`src/rtl/instr_fetch_reg.sv`:
```
// Instruction fetch and instruction register stage: one ready-handshaked word read per request,
// latched into IR and presented as decoded instruction fields.
//
// state  | meaning
// IDLE   | no read in flight; accepts fetch_start
// REQ    | mem_req held with a stable address until ready, flush or timeout
module instr_fetch_reg #(
  parameter int unsigned TIMEOUT  = 16,
  parameter logic [31:0] IR_RESET = 32'h0000_0000
) (
  input  logic        clk_i,
  input  logic        reset_i,
  input  logic        fetch_start_i,
  input  logic [31:0] pc_i,
  input  logic        flush_i,
  output logic        mem_req_o,
  output logic [31:0] mem_addr_o,
  input  logic        mem_ready_i,
  input  logic [31:0] mem_rdata_i,
  output logic        busy_o,
  output logic        fetch_done_o,
  output logic        fetch_err_o,
  output logic        ir_valid_o,
  output logic [31:0] instruction_o,
  output logic [5:0]  opcode_o,
  output logic [4:0]  rs_o,
  output logic [4:0]  rt_o,
  output logic [4:0]  rd_o,
  output logic [4:0]  shamt_o,
  output logic [5:0]  funct_o,
  output logic [15:0] immediate_o,
  output logic [25:0] jump_target_o
);

  typedef enum logic {S_IDLE = 1'b0, S_REQ = 1'b1} state_e;

  localparam logic [7:0] TIMEOUT_C = 8'(TIMEOUT);

  state_e      state_q, state_d;
  logic [31:0] addr_q, addr_d;
  logic [31:0] ir_q, ir_d;
  logic [7:0]  wait_cnt_q, wait_cnt_d;
  logic        ir_valid_q, ir_valid_d;
  logic        done_q, done_d;
  logic        err_q, err_d;
  logic        pc_aligned;

  assign pc_aligned = (pc_i[1:0] == 2'b00);

  always_ff @(posedge clk_i) begin
    if (!reset_i) begin
      state_q <= S_IDLE;
    end else begin
      state_q <= state_d;
    end
  end

  always_comb begin
    state_d = state_q;
    case (state_q)
      S_IDLE: if (fetch_start_i && !flush_i && pc_aligned) state_d = S_REQ;
      S_REQ:  if (flush_i || mem_ready_i || (wait_cnt_q == TIMEOUT_C)) state_d = S_IDLE;
      default: state_d = S_IDLE;
    endcase
  end

  always_comb begin
    mem_req_o = (state_q == S_REQ);
    busy_o    = (state_q == S_REQ);
  end

  // Flush outranks both a new request in IDLE and a returning word in REQ.
  always_comb begin
    addr_d     = addr_q;
    ir_d       = ir_q;
    wait_cnt_d = wait_cnt_q;
    ir_valid_d = ir_valid_q;
    done_d     = 1'b0;
    err_d      = 1'b0;
    case (state_q)
      S_IDLE: begin
        if (flush_i) begin
          ir_valid_d = 1'b0;
        end else if (fetch_start_i) begin
          ir_valid_d = 1'b0;
          if (pc_aligned) begin
            addr_d     = pc_i;
            wait_cnt_d = 8'd1;
          end else begin
            err_d = 1'b1;
          end
        end
      end
      S_REQ: begin
        if (flush_i) begin
          ir_valid_d = 1'b0;
        end else if (mem_ready_i) begin
          ir_d       = mem_rdata_i;
          ir_valid_d = 1'b1;
          done_d     = 1'b1;
        end else if (wait_cnt_q == TIMEOUT_C) begin
          ir_valid_d = 1'b0;
          err_d      = 1'b1;
        end else begin
          wait_cnt_d = wait_cnt_q + 8'd1;
        end
      end
      default: ;
    endcase
  end

  always_ff @(posedge clk_i) begin
    if (!reset_i) begin
      addr_q     <= 32'h0000_0000;
      ir_q       <= IR_RESET;
      wait_cnt_q <= 8'd0;
      ir_valid_q <= 1'b0;
      done_q     <= 1'b0;
      err_q      <= 1'b0;
    end else begin
      addr_q     <= addr_d;
      ir_q       <= ir_d;
      wait_cnt_q <= wait_cnt_d;
      ir_valid_q <= ir_valid_d;
      done_q     <= done_d;
      err_q      <= err_d;
    end
  end

  assign mem_addr_o    = addr_q;
  assign fetch_done_o  = done_q;
  assign fetch_err_o   = err_q;
  assign ir_valid_o    = ir_valid_q;
  assign instruction_o = ir_q;
  assign opcode_o      = ir_q[31:26];
  assign rs_o          = ir_q[25:21];
  assign rt_o          = ir_q[20:16];
  assign rd_o          = ir_q[15:11];
  assign shamt_o       = ir_q[10:6];
  assign funct_o       = ir_q[5:0];
  assign immediate_o   = ir_q[15:0];
  assign jump_target_o = ir_q[25:0];

endmodule

```
`config.mk`:
```
export PLATFORM = sky130hd
export DESIGN_NAME = instr_fetch_reg
export DESIGN_NICKNAME = d
export VERILOG_FILES = /design/src/rtl/instr_fetch_reg.sv
export SDC_FILE = /design/constraint.sdc
export NUM_CORES = 1
export LEC_CHECK = 0
export ABC_AREA = 1
export BUFFER_PORTS_ARGS = -buffer_cell sky130_fd_sc_hd__buf_2
export CORE_MARGIN = 4
export CORE_UTILIZATION = 46
export DETAILED_ROUTE_END_ITERATION = 12
export PLACE_DENSITY = 0.85
export SYNTH_ARGS = -nofsm -noshare
export SYNTH_HDL_FRONTEND = slang
export SYNTH_SLANG_ARGS = --single-unit
```
`constraint.sdc`:
```
create_clock -name clk_i -period 3.1 [get_ports clk_i]
set_clock_uncertainty 0.05 [all_clocks]
set_input_delay 0.31 -clock clk_i [delete_from_list [all_inputs] [get_ports clk_i]]
set_output_delay 0.31 -clock clk_i [all_outputs]
set_load 0.05 [all_outputs]
```
==> reports/results.ini <==
[clock_network]
insertion_delay_ns = 0.33
clockRootBuffer = clkbuf_8
cts_tree = done
htreeDepth = 3
clock_path_buffers = 2
cts_buffers = 9
clk_pin_slew_ns = 0.08
cts_setup_buffers = 0
cts_hold_buf = 0
post_cts_resized = 0
cts_sinks = 76

[logic_synthesis]
seq_area_frac_synth = 0.439
postSynthAreaPerCell_sq_um = 7.65
syn_area_sq_mm = 0.00346
synth_top_family_by_area = buffers and inverters
ys_ff_latch = 76
yosys.area_share.simple = 0.157
muxShareOfSynthArea = 0
syn_nets = 524
synth_compound_area_frac = 0.151
ys_warn_count = 0
synth_cell_types = 22
synth_fa_ha_area_frac = 0.00723
syn_inst = 453
synth_xor_area_frac = 0.00253

[final_layout]
drive_above_1_share = 0.399
final_area_sq_mm = 0.00418
diodes = 0
syn_to_final_growth_pct = 20.6
nets = 653

[power_and_ir_drop]
power_mw = 1.91
combPwrFrac = 0.123
p_per_area_mw_per_mm2 = 458
p_sw_mw = 0.530
swShare = 0.278
clockPowerShare = 0.349
internal_power_mw = 1.38
seqPwrFrac = 0.528
p_leak_nw = 2.18
ir_drop_mv = 0.266

[run_status]
status = finished, final reports clean

[detailed_routing]
dr.pass1.iters = 4
wl_per_cell_microns = 12.5
routed_wl_microns = 8590
via_per_inst = 4.61
drtIter0Drc = 78
drc = 0
via_count = 3164
antenna_left = 0

[setup_path]
crit_path_end_kind = flop
start_kind = flop
worstPathMaxFanout = 68
r2r-end = wait_cnt_q[4]
rrSetupSlack_ns = 1.25
worstSetupPathType = flop to flop
worstSetupEndpoint = wait_cnt_q[4]
arrival_ns = 2.06
reg2reg_depth = 5
r2r_start = busy_o
critical_path.startpoint = busy_o
crit_required_ns = 3.31

[global_routing]
grt_start_max_net_pins = 69
overflow = 0
grt_use_total = 0.178
grt_pass1_vias = 2812
antenna_found_initial = 0
grt_pass1_wl_microns = 12700

[placed_design]
place_congestion = 0.780
dpl.hpwl_microns = 6560
port_buffers = 211
place_area_sq_mm = 0.00400

[floorplan]
die-area_sq_mm = 0.00898
coreArea_sq_mm = 0.00729
ios = 212
start_util = 0.475
rows = 31
chipWidth_microns = 94.8
die_y_microns = 94.8

[timing]
finalCritPeriodShare = 0.595
hold_viol = 0
period_minus_slack_ns = 1.85
tns_ns = 0
timing.fmax_mhz = 542
finalSetupViolations = 0
drv_slew = 0
worst_pin_slew_ns = 0.665
relSlewSlack = 0.557
rsz0062_at_grt = false

[worst_hold_path]
min_path_type = primary input to flop

[job]
maxCapViolations = 0

[flip-flops by register name, indices dropped and copies added, names as in the netlist]
register,flops
fetch_err_o,1
ir_valid_o,1
fetch_done_o,1
mem_addr_o,32
wait_cnt_q,8
instruction_o,32
busy_o,1
[through the flow]
stage | hold slack (ns) | utilization | worst slack [ns] | std cells
after floorplan | 0.409 | - | 1.40 | 453
after global placement | 0.379 | 0.548 | 1.24 | 670
after detailed placement | 0.381 | 0.548 | 1.13 | 670
after CTS | 0.158 | 0.573 | 1.22 | 686
after global routing | 0.171 | 0.573 | 1.03 | 686
final | 0.174 | 0.573 | 1.25 | 686
[Yosys cell counts]
library cell	number	area [sq um]
nor3_1	1	5.00
a21oi_1	40	200
buf_2	4	20.0
inv_1	45	169
clkbuf_1	12	45.0
buf_4	79	593
o21ai_1	3	15.0
nand2_1	29	109
nand4_1	1	6.26
o21bai_1	1	7.51
nor3_4	1	16.3
nor3b_1	1	7.51
xor2_1	1	8.76
nand3_4	1	17.5
nand2_4	2	22.5
nor2_1	81	304
inv_2	1	3.75
ha_1	2	25.0
nand3_1	11	55.1
o21ai_0	60	300
dfxtp_1	76	1520
buf_6	1	11.3
[worst max-delay path, cell delays in order, from the launching register on]
cell     delay, ns
dfxtp_1       0.40
inv_2         0.20
nand3_4       0.51
nand2_4       0.37
nand2_1       0.10
a21oi_1       0.14
[area by class of cell]
cell class	instances	area, sq um
clock buffer	11	141
clock inverter	5	37.5
tap	99	124
sequential	76	1520
multi-input combinational	235	1100
timing repair buffer	214	1080
fill	705	3120
inverter	46	173
[cells by family after synthesis]
logic type	Yosys count
adder cells (fa/ha/maj)	2
buffers and inverters	142
AND/OR/NAND/NOR	128
AO/OA/AOI/OAI	104
flip-flops	76
XOR/XNOR	1
[placed cells by master (no fill, tap or decap), drive strengths merged, types with 3 or more instances in the layout]
master / netlist / layout
o21ai: 63 / 63
clkbuf: 12 / 11
a21oi: 40 / 40
dfxtp: 76 / 76
clkinv: 0 / 3
nand2: 31 / 31
inv: 46 / 46
nor2: 81 / 81
buf: 84 / 214
nand3: 12 / 12
[power groups by stage]
stage	Sequential (mW)	Combinational, mW	Clock, mW
3_3_place_gp	1.03	0.232	0
4_1_cts	1.01	0.236	0.690
2_1_floorplan	1.09	0.105	0
5_1_grt	1.01	0.256	0.735
6_report	1.01	0.235	0.667
3_5_place_dp	1.03	0.236	0
[worst min-delay path by stage]
stage / slack (ns) / startpoint / endpoint / cells after the start
3_5_place_dp: 0.38 / mem_addr_o[23] / mem_addr_o[23] / 2
4_1_cts: 0.16 / mem_rdata_i[18] / instruction_o[18] / 3
5_1_grt: 0.17 / mem_rdata_i[14] / instruction_o[14] / 3
3_3_place_gp: 0.38 / mem_addr_o[18] / mem_addr_o[18] / 2
6_report: 0.17 / mem_rdata_i[18] / instruction_o[18] / 3
2_1_floorplan: 0.41 / wait_cnt_q[7] / wait_cnt_q[7] / 2
[routing by layer]
metal,global-route usage,vias to the layer above,wire length [microns]
met5,0,-,0
met4,0.0529,0,53
met3,0.0574,5,892
met2,0.324,151,4360
met1,0.196,1397,3290
li1,-,1611,-
Note: power is estimated with default switching activity, not from simulation.
